`config.mk`:
```
export PLATFORM = sky130hd
export DESIGN_NAME = fft_frame_serializer_flat
export DESIGN_NICKNAME = d
export VERILOG_FILES = /design/src/rtl/fft_frame_serializer_if.sv /design/src/rtl/fft_frame_serializer.sv /design/src/flat_wrapper.sv
export SDC_FILE = /design/constraint.sdc
export NUM_CORES = 2
export LEC_CHECK = 0
export ABC_AREA = 1
export ABC_CLOCK_PERIOD_IN_PS = 23300
export CAP_MARGIN = 20
export CORE_UTILIZATION = 50
export CTS_CLUSTER_DIAMETER = 150
export CTS_CLUSTER_SIZE = 24
export DETAILED_ROUTE_END_ITERATION = 7
export PLACE_DENSITY = 0.86
export SLEW_MARGIN = 20
export SYNTH_ARGS = -nofsm -noshare
export SYNTH_HDL_FRONTEND = slang
export SYNTH_SLANG_ARGS = --single-unit
```
`constraint.sdc`:
```
create_clock -name clk1 -period 23.3 [get_ports clk1]
set_input_delay 3.495 -clock clk1 [delete_from_list [all_inputs] [get_ports clk1]]
set_output_delay 3.495 -clock clk1 [all_outputs]
set_load 0.005 [all_outputs]
```
`src/rtl/fft_frame_serializer_if.sv`:
```
// Frame-in / sample-out bundle of the FFT frame serializer.
// The slave side is the serializer; the master side is its environment.
interface fft_frame_serializer_if #(
  parameter int N    = 32,
  parameter int W    = 16,
  parameter int IDXW = 5
);
  logic [N*W-1:0]  Xk_vect_real;
  logic [N*W-1:0]  Xk_vect_imag;
  logic            frame_valid;
  logic            frame_ready;
  logic [W-1:0]    sample_real;
  logic [W-1:0]    sample_imag;
  logic [IDXW-1:0] sample_idx;
  logic            sample_valid;
  logic            sample_ready;
  logic            sop;
  logic            eop;
  logic            overflow;

  modport slave (
    input  Xk_vect_real, Xk_vect_imag, frame_valid, sample_ready,
    output frame_ready, sample_real, sample_imag, sample_idx,
           sample_valid, sop, eop, overflow
  );

  modport master (
    output Xk_vect_real, Xk_vect_imag, frame_valid, sample_ready,
    input  frame_ready, sample_real, sample_imag, sample_idx,
           sample_valid, sop, eop, overflow
  );
endinterface

```
`src/rtl/fft_frame_serializer.sv`:
```
// Captures packed FFT frames into a two-slot ping-pong buffer and streams them
// out one complex bin per clock over a valid/ready handshake.
module fft_frame_serializer #(
  parameter int N       = 32,
  parameter int W       = 16,
  parameter int IDXW    = 5,
  parameter bit BIT_REV = 1'b0
) (
  input  logic clk1,
  input  logic rst,
  fft_frame_serializer_if.slave bus
);

  typedef enum logic [0:0] {IDLE = 1'b0, STREAM = 1'b1} state_t;

  state_t          state_q, state_d;
  logic [1:0]      slot_full_q, slot_full_d;
  logic            wr_ptr_q, wr_ptr_d;
  logic            rd_ptr_q, rd_ptr_d;
  logic [IDXW-1:0] cnt_q, cnt_d;
  logic [IDXW-1:0] idx_q, idx_d;
  logic [W-1:0]    real_q, real_d;
  logic [W-1:0]    imag_q, imag_d;
  logic            sop_q, sop_d;
  logic            eop_q, eop_d;
  logic            overflow_q, overflow_d;
  logic [N*W-1:0]  buf_re_q [2];
  logic [N*W-1:0]  buf_re_d [2];
  logic [N*W-1:0]  buf_im_q [2];
  logic [N*W-1:0]  buf_im_d [2];

  logic            hs_s, eop_hs_s, cap_ok_s, next_rd_s, fresh_s;
  logic            start_s, adv_s, stop_s;
  logic [N*W-1:0]  first_re_s, first_im_s;

  function automatic logic [IDXW-1:0] bitrev(input logic [IDXW-1:0] v);
    logic [IDXW-1:0] r;
    for (int i = 0; i < IDXW; i++) begin
      r[i] = v[IDXW-1-i];
    end
    return r;
  endfunction

  function automatic logic [IDXW-1:0] map_idx(input logic [IDXW-1:0] c);
    if (BIT_REV) begin
      return bitrev(c);
    end else begin
      return c;
    end
  endfunction

  // bin 0 sits at the MSB end of the packed vector
  function automatic logic [W-1:0] get_bin(input logic [N*W-1:0] vec, input logic [IDXW-1:0] k);
    return vec[W*(N-1-int'(k)) +: W];
  endfunction

  assign hs_s      = (state_q == STREAM) & bus.sample_ready;
  assign eop_hs_s  = hs_s & eop_q;
  // When both slots are full the write pointer aliases the read slot, so an
  // eop handshake in the same cycle frees exactly the slot we would write.
  assign cap_ok_s  = bus.frame_valid & (~slot_full_q[wr_ptr_q] | (eop_hs_s & (rd_ptr_q == wr_ptr_q)));
  assign next_rd_s = rd_ptr_q ^ eop_hs_s;
  assign fresh_s   = cap_ok_s & (wr_ptr_q == next_rd_s);
  assign first_re_s = fresh_s ? bus.Xk_vect_real : buf_re_q[next_rd_s];
  assign first_im_s = fresh_s ? bus.Xk_vect_imag : buf_im_q[next_rd_s];

  // Slot bookkeeping, FSM next state and next output sample
  always_comb begin
    state_d     = state_q;
    slot_full_d = slot_full_q;
    wr_ptr_d    = wr_ptr_q;
    rd_ptr_d    = next_rd_s;
    cnt_d       = cnt_q;
    idx_d       = idx_q;
    real_d      = real_q;
    imag_d      = imag_q;
    sop_d       = sop_q;
    eop_d       = eop_q;
    overflow_d  = overflow_q;
    buf_re_d    = buf_re_q;
    buf_im_d    = buf_im_q;
    start_s     = 1'b0;
    adv_s       = 1'b0;
    stop_s      = 1'b0;

    if (eop_hs_s) begin
      slot_full_d[rd_ptr_q] = 1'b0;
    end else begin
      slot_full_d = slot_full_q;
    end

    if (cap_ok_s) begin
      slot_full_d[wr_ptr_q] = 1'b1;
      wr_ptr_d              = ~wr_ptr_q;
      buf_re_d[wr_ptr_q]    = bus.Xk_vect_real;
      buf_im_d[wr_ptr_q]    = bus.Xk_vect_imag;
    end else begin
      wr_ptr_d = wr_ptr_q;
    end

    if (bus.frame_valid && !cap_ok_s) begin
      overflow_d = 1'b1;
    end else begin
      overflow_d = overflow_q;
    end

    case (state_q)
      IDLE: begin
        start_s = slot_full_d[next_rd_s];
      end
      STREAM: begin
        if (hs_s && !eop_q) begin
          adv_s = 1'b1;
        end else if (eop_hs_s) begin
          if (slot_full_d[next_rd_s]) begin
            start_s = 1'b1;
          end else begin
            stop_s = 1'b1;
          end
        end else begin
          adv_s = 1'b0;
        end
      end
      default: begin
        stop_s = 1'b1;
      end
    endcase

    if (start_s) begin
      state_d = STREAM;
      cnt_d   = {IDXW{1'b0}};
      idx_d   = map_idx({IDXW{1'b0}});
      real_d  = get_bin(first_re_s, idx_d);
      imag_d  = get_bin(first_im_s, idx_d);
      sop_d   = 1'b1;
      eop_d   = (N == 1);
    end else if (adv_s) begin
      cnt_d  = cnt_q + IDXW'(1);
      idx_d  = map_idx(cnt_d);
      real_d = get_bin(buf_re_q[rd_ptr_q], idx_d);
      imag_d = get_bin(buf_im_q[rd_ptr_q], idx_d);
      sop_d  = 1'b0;
      eop_d  = (cnt_d == IDXW'(N-1));
    end else if (stop_s) begin
      state_d = IDLE;
      cnt_d   = {IDXW{1'b0}};
      idx_d   = {IDXW{1'b0}};
      real_d  = {W{1'b0}};
      imag_d  = {W{1'b0}};
      sop_d   = 1'b0;
      eop_d   = 1'b0;
    end else begin
      state_d = state_q;
    end
  end

  // Control state and registered sample outputs
  always_ff @(posedge clk1) begin
    if (rst) begin
      state_q     <= IDLE;
      slot_full_q <= 2'b00;
      wr_ptr_q    <= 1'b0;
      rd_ptr_q    <= 1'b0;
      cnt_q       <= {IDXW{1'b0}};
      idx_q       <= {IDXW{1'b0}};
      real_q      <= {W{1'b0}};
      imag_q      <= {W{1'b0}};
      sop_q       <= 1'b0;
      eop_q       <= 1'b0;
      overflow_q  <= 1'b0;
    end else begin
      state_q     <= state_d;
      slot_full_q <= slot_full_d;
      wr_ptr_q    <= wr_ptr_d;
      rd_ptr_q    <= rd_ptr_d;
      cnt_q       <= cnt_d;
      idx_q       <= idx_d;
      real_q      <= real_d;
      imag_q      <= imag_d;
      sop_q       <= sop_d;
      eop_q       <= eop_d;
      overflow_q  <= overflow_d;
    end
  end

  // Frame storage; contents are qualified by the slot-full flags
  always_ff @(posedge clk1) begin
    buf_re_q <= buf_re_d;
    buf_im_q <= buf_im_d;
  end

  assign bus.frame_ready  = ~(slot_full_q[0] & slot_full_q[1]);
  assign bus.sample_valid = (state_q == STREAM);
  assign bus.sample_real  = real_q;
  assign bus.sample_imag  = imag_q;
  assign bus.sample_idx   = idx_q;
  assign bus.sop          = sop_q;
  assign bus.eop          = eop_q;
  assign bus.overflow     = overflow_q;

endmodule

```
`src/flat_wrapper.sv`:
```
// flat-port wrapper written by rule: the top's interface ports become plain ports
module fft_frame_serializer_flat 
#(
  parameter int N       = 32,
  parameter int W       = 16,
  parameter int IDXW    = 5,
  parameter bit BIT_REV = 1'b0
)
  (clk1, rst, bus_Xk_vect_real, bus_Xk_vect_imag, bus_frame_valid, bus_sample_ready, bus_frame_ready, bus_sample_real, bus_sample_imag, bus_sample_idx, bus_sample_valid, bus_sop, bus_eop, bus_overflow);
  fft_frame_serializer_if #(.N(N), .W(W), .IDXW(IDXW)) bus_i ();
  input  logic clk1;
  input  logic rst;
  input wire logic [$bits(bus_i.Xk_vect_real)-1:0] bus_Xk_vect_real;
  input wire logic [$bits(bus_i.Xk_vect_imag)-1:0] bus_Xk_vect_imag;
  input wire logic [$bits(bus_i.frame_valid)-1:0] bus_frame_valid;
  input wire logic [$bits(bus_i.sample_ready)-1:0] bus_sample_ready;
  output wire logic [$bits(bus_i.frame_ready)-1:0] bus_frame_ready;
  output wire logic [$bits(bus_i.sample_real)-1:0] bus_sample_real;
  output wire logic [$bits(bus_i.sample_imag)-1:0] bus_sample_imag;
  output wire logic [$bits(bus_i.sample_idx)-1:0] bus_sample_idx;
  output wire logic [$bits(bus_i.sample_valid)-1:0] bus_sample_valid;
  output wire logic [$bits(bus_i.sop)-1:0] bus_sop;
  output wire logic [$bits(bus_i.eop)-1:0] bus_eop;
  output wire logic [$bits(bus_i.overflow)-1:0] bus_overflow;
  assign bus_i.Xk_vect_real = bus_Xk_vect_real;
  assign bus_i.Xk_vect_imag = bus_Xk_vect_imag;
  assign bus_i.frame_valid = bus_frame_valid;
  assign bus_i.sample_ready = bus_sample_ready;
  assign bus_frame_ready = bus_i.frame_ready;
  assign bus_sample_real = bus_i.sample_real;
  assign bus_sample_imag = bus_i.sample_imag;
  assign bus_sample_idx = bus_i.sample_idx;
  assign bus_sample_valid = bus_i.sample_valid;
  assign bus_sop = bus_i.sop;
  assign bus_eop = bus_i.eop;
  assign bus_overflow = bus_i.overflow;
  fft_frame_serializer #(.N(N), .W(W), .IDXW(IDXW), .BIT_REV(BIT_REV)) u_core (.clk1(clk1), .rst(rst), .bus(bus_i));
endmodule
```
Yosys cells after proc, flatten, opt, wreduce, memory -nomap -nowiden:

Index checks and enable logic that the tools add are counted.

* register bits after elaboration: 2098
* latch bits: 0
* bits in writable memories: 0
* bits in read-only memories: 0
* output and inout port bits: 42
* memories: 0

* add/sub/neg operators: 2
* multipliers: 0
* div/mod/pow operators: 0
* order comparisons: 9
* equal/unequal tests: 4
* shift-type cells: 2
* muxes and demuxes: 54
* bitwise logic cells: 18
* reduce and logical (&&, ||, !) cells: 12

Operators with widths (count)
* 2-to-1 mux 512 bit: 15
* bitwise mux 1024 bit: 2
* indexed part select 512 x 32 -> 16 bit: 2
* demux 512 bit (select 1 bit): 1
* 2-to-1 mux 16 bit: 5
* 2-to-1 mux 5 bit: 5
* 2-to-1 mux 1 bit: 21
* AND 1 bit: 6
* greater-or-equal comparator 2 bit, second input constant: 3
* less-than comparator 1 x 2 -> 1 bit, second input constant: 3
* inverter 1 -> 2 bit: 3
* subtractor 5 x 5 -> 6 bit, first input constant: 1
* adder 5 x 1 -> 5 bit, second input constant: 1
* equality test 5 bit, second input constant: 1
* logical AND 1 bit: 5
* 2-to-1 mux 2 bit: 2
* inverter 1 bit: 4
* nonzero test 2 bit: 2
* nonzero test 3 bit: 1
* AND 2 bit: 1
* demux 1 bit (select 1 bit): 2
* equality test 1 bit: 2
* greater-or-equal comparator 1 bit, second input constant: 2
* logical NOT 1 bit: 2
* other kinds (9): 9

Longest topological paths before layout:

* depth after elaboration: 20
* mapped depth: 18
* gate-level depth less buffers: 13

Least setup slack after synthesis:

Ideal clock, no wire load.

* path type: in2reg
* start: input port bus_sample_ready
* end: register u_core.buf_im_q[1000] in the netlist's numbering (enable)
* setup time: 1.363 ns
* arrival: 23.686 ns
* path slack: -1.749 ns
* cell stages on the path: 6
* path through: nand2_1 > nor2_4 > nand2_4 > nand2_2 > nand3_2 > inv_1

* longest elaborated chain between the ends: 5

Ends and longest elaborated chain
* start, declared: RTL line flat_wrapper.sv:16 `input wire logic [$bits(bus_i.sample_ready)-1:0] bus_sample_ready;`
* AND 1 bit: RTL line fft_frame_serializer.sv:57 `assign hs_s = (state_q == STREAM) & bus.sample_ready;`
* AND 1 bit: RTL line fft_frame_serializer.sv:58 `assign eop_hs_s = hs_s & eop_q;`
* AND 1 bit: RTL line fft_frame_serializer.sv:61 `assign cap_ok_s = bus.frame_valid & (~slot_full_q[wr_ptr_q] | (eop_hs_s & (rd_ptr_q == wr_ptr_q)));`
* OR 1 bit: RTL line fft_frame_serializer.sv:61
* AND 1 bit: RTL line fft_frame_serializer.sv:61
* end signal, assigned: RTL line fft_frame_serializer.sv:189 `buf_im_q <= buf_im_d;`
* end, declared: RTL line fft_frame_serializer.sv:29 `logic [N*W-1:0] buf_im_q [2];`

No other way between the ends.
A chain may end at the register's enable or synchronous reset.

Worst setup path in the final report:

* start: input port bus_sample_ready
* end: register u_core.buf_re_q[432] in the netlist's numbering (enable)

* longest elaborated chain between the ends: 5

Ends and longest elaborated chain
* AND 1 bit: RTL line fft_frame_serializer.sv:57
* AND 1 bit: RTL line fft_frame_serializer.sv:58
* AND 1 bit: RTL line fft_frame_serializer.sv:61
* OR 1 bit: RTL line fft_frame_serializer.sv:61
* AND 1 bit: RTL line fft_frame_serializer.sv:61
* end signal, assigned: RTL line fft_frame_serializer.sv:188 `buf_re_q <= buf_re_d;`
* end, declared: RTL line fft_frame_serializer.sv:27 `logic [N*W-1:0] buf_re_q [2];`

No other way between the ends.

==> results by group <==
Yosys
  – Adder-cell area share of the yosys netlist: 0.02928%
  – Mapped Nets: 8427
  – Post-synth EDFFs: around 2000
  – Mapped Area: about 85000 µm²
  – Syn_area_per_cell: 11.55 µm²
  – Xor/xnor share of the synthesized area: 0.03075%
  – Most frequent cell after synthesis: nand2_1
  – Flops & latches, synth: 2093
  – Simple-gate share of the synthesized area: 22.64%
  – Post-synthesis async set-or-reset flop share: 0%
  – Top cells by count, synth: 2606 x nand2_1, 2048 x edfxtp_1, 1651 x nand3_1, 256 x buf_2, 196 x nor2_1
  – Top-area cell type share of the netlist area: between 70% and 80%
  – Mux share of post-synthesis cell area: 0%
  – Synthesized netlist cell count: 7397
  – Largest family of logic cells by synthesized area: simple AND/OR/NAND/NOR gates
  – Synth Warn #: 0
  – Post-synth top flop: edfxtp_1
  – Synth top area cells: edfxtp_1 72%, nand2_1 11%, nand3_1 9.7%
  – Netlist cell types: 33
  – Synth Area in Compound Gates: less than 1%
  – Yosys top cell by area: edfxtp_1
  – Sequential share of the synthesized area: 73.02%

Global routing
  – Vias in the first global route: 59444
  – Pin count of the biggest net entering global routing: between 200 and 250
  – Antenna violations before repair: 205
  – Congestion Overflow GR: 0
  – First-pass GRT wire length: 408000 µm
  – Gr usage total: around a third

CTS
  – Resized cells post-CTS: 0
  – Inserted Clock Buffers: 97
  – Post-CTS setup buffers: 0
  – CTS Buffer Depth: 3
  – Clk sinks: around 2100
  – Root Driver: clkbuf_16
  – TritonCTS clock tree: done
  – Worst skew pair latency: ~0.8 ns
  – H-tree depth: 3
  – Reg clk slew, reported paths: 0.11 ns
  – Hold Buf Count CTS: 0

STA
  – Final min period: 9.251 ns
  – Fmax: about 110 MHz
  – Relative slew slack: 10.39%
  – Final Cycle Share: ~40%
  – Final setup fails: 0
  – Worst-margin pin slew: 1.344 ns
  – Fin worst setup slack: 14.05 ns
  – Setup TNS Final: 0 ns
  – RSZ-0062 raised after global routing: false
  – Hold Vio Cnt, Final: 0
  – Max Slew Vio Count: 0
  – Clock skew: 0.06396 ns

Floorplan
  – Starting Density: 50.43%
  – Die area: ~170000 µm²
  – Io pins: 1070
  – FP Rows: 151
  – Chip width: 415.4 µm
  – Core Region: 169500 µm²
  – DIE HEIGHT: roughly 420 µm

Hold path
  – WHS Path Cells: 2
  – Tightest Hold Check Type: reg2reg

Detailed routing
  – DRC Markers: 13
  – First-pass iteration count of the detailed router: 8
  – Routed wire length: 296500 µm
  – First-iteration detailed-routing DRC count: approximately 10000
  – Via count: roughly 63000
  – Vias per cell: 5.922
  – Remaining antenna violation count: 0
  – Routed WL per cell: between 20 and 30 µm

Setup path
  – Req. time, crit path: 23.71 ns
  – Worst Setup Start Kind: input pin
  – CP Class: in2reg
  – Slowest CP cell: buf_4
  – Reg2reg path depth: 12
  – Worst path cell trace: clkdlybuf4s50_1 > nand2_1 > nor2_4 > nand2_4 > nand2_2 > nand3_2 > clkinvlp_4 > buf_4 > buf_4 > buf_4 > buf_4 > buf_4
  – Max incr delay on CP: 0.99 ns
  – Crit. End Element: flop
  – Crit path max fanout: 82
  – Cell mode on critical path: buf_4
  – CP arrival: 9.66 ns

Finish
  – Final-layout fill cell count: 12762
  – Area Growth Syn to Fin: 17.70%
  – Final instance area: 100600 µm²
  – Layout cells sized above 1: under 10%
  – # nets final: 9189
  – Final Util: 59.35%
  – Fin cells: 10611

Place
  – Post-place setup slack: 13.40 ns
  – Routability cong.: 0.9045
  – DP Cell Count: around 10000
  – HPWL Detailed: 199400 µm
  – Placed inst area: 97400 µm²
  – Port Buffers: 1069

Outcome
  – Failing checks: design-rule violations
  – Status: finished with violations

Pwr
  – Power density cells: 73.20 nW/µm²
  – Sequential Power Share: 61.3%
  – Peak supply drop: 0.06254 mV
  – Leakage: 0.03610 µW
  – Psw: 1813 µW
  – Internal: 5550 µW
  – Clock power frac: 26.6%
  – Comb pwr share: 12.1%
  – Sw frac: between 20 and 25%

Job
  – Max-cap violations: 0
==> final cells by class <==
| cell class | count | area [µm²] | area share, % |
|---|---|---|---|
| Inverter | 156 | 634.4 | 0.6307 |
| Clock buffer | 158 | 2678 | 2.662 |
| Tap cell | 2218 | 2775 | 2.759 |
| Multi-Input combinational cell | 4676 | 20240 | 20.12 |
| Clock inverter | 3 | 58.81 | 0.05847 |
| Sequential cell | 2093 | 62410 | 62.05 |
| Timing Repair Buffer | 1135 | 11360 | 11.30 |
| Antenna cell | 172 | 430.4 | 0.4279 |
==> cell families after synthesis <==
| family | count (synthesis) |
|---|---|
| AND/OR/NAND/NOR | 4538 |
| XOR/XNOR | 3 |
| AO/OA/AOI/OAI | 133 |
| adder cells (fa/ha/maj) | 2 |
| flip-flops | 2093 |
| buffers and inverters | 628 |
==> power groups by stage <==
| stage | logic [µW] | registers [µW] | clock network [µW] |
|---|---|---|---|
| after floorplan | 407 | 4760 | 0 |
| after global placement | 856 | 4580 | 0 |
| after detailed placement | 878 | 4590 | 0 |
| after CTS | 882 | 4510 | 1950 |
| after global routing | 948 | 4530 | 2070 |
| final | 892 | 4510 | 1960 |
==> final timing paths <==
path	startpoint	to	slack, ns
min reg2reg	u_core.bus.overflow$_SDFFE_PP0P_	u_core.bus.overflow$_SDFFE_PP0P_	0.46
max reg2reg	u_core.rd_ptr_q$_SDFF_PP0_	u_core.buf_re_q[432]$_DFFE_PP_	15.90
max	bus_sample_ready	u_core.buf_re_q[432]$_DFFE_PP_	14.05
min	u_core.bus.overflow$_SDFFE_PP0P_	u_core.bus.overflow$_SDFFE_PP0P_	0.46
==> critical path, delay by kind of cell <==
family	cells	cell delay, ns
buffers and inverters	7	5.18
and+or+nand+nor	5	0.61
==> per-stage QoR <==
step                total power (µW)  hold WS (ns)
global placement                5434        0.4446
global route                    7546        0.4867
CTS                             7344        0.4596
finish                          7363        0.4576
floorplan                       5165        0.4466
detailed placement              5470        0.4423
==> cells in the final DEF, fill, tap and decap left out, types with 60 or more instances in the layout <==
| master | instances |
|---|---|
| diode_2 | 172 |
| edfxtp_1 | 2048 |
| clkbuf_1 | 60 |
| o21ai_0 | 70 |
| clkbuf_16 | 98 |
| inv_1 | 148 |
| nand3_1 | 1651 |
| clkdlybuf4s50_1 | 1068 |
| nor2_1 | 194 |
| nand2_1 | 2603 |
==> registers in the layout, indices dropped and copies added (netlist names) <==
register	flops
u_core.buf_im_q	1024
u_core.buf_re_q	1024
u_core.bus.eop	1
u_core.bus.overflow	1
u_core.bus.sample_idx	5
u_core.bus.sample_imag	16
u_core.bus.sample_real	16
u_core.bus.sample_valid	1
u_core.bus.sop	1
u_core.rd_ptr_q	1
u_core.slot_full_q	2
u_core.wr_ptr_q	1
==> per-layer routing <==
| metal | vias up | track usage (%) | routed length (µm) |
|---|---|---|---|
| met5 | - | 0 | 450 |
| met4 | 70 | 27.11 | 26660 |
| met3 | 884 | 7.100 | 30690 |
| met2 | 4426 | 51.06 | 138300 |
| met1 | 30042 | 39.87 | 100500 |
| li1 | 27417 | - | - |
(Power assumes the default switching activity.)
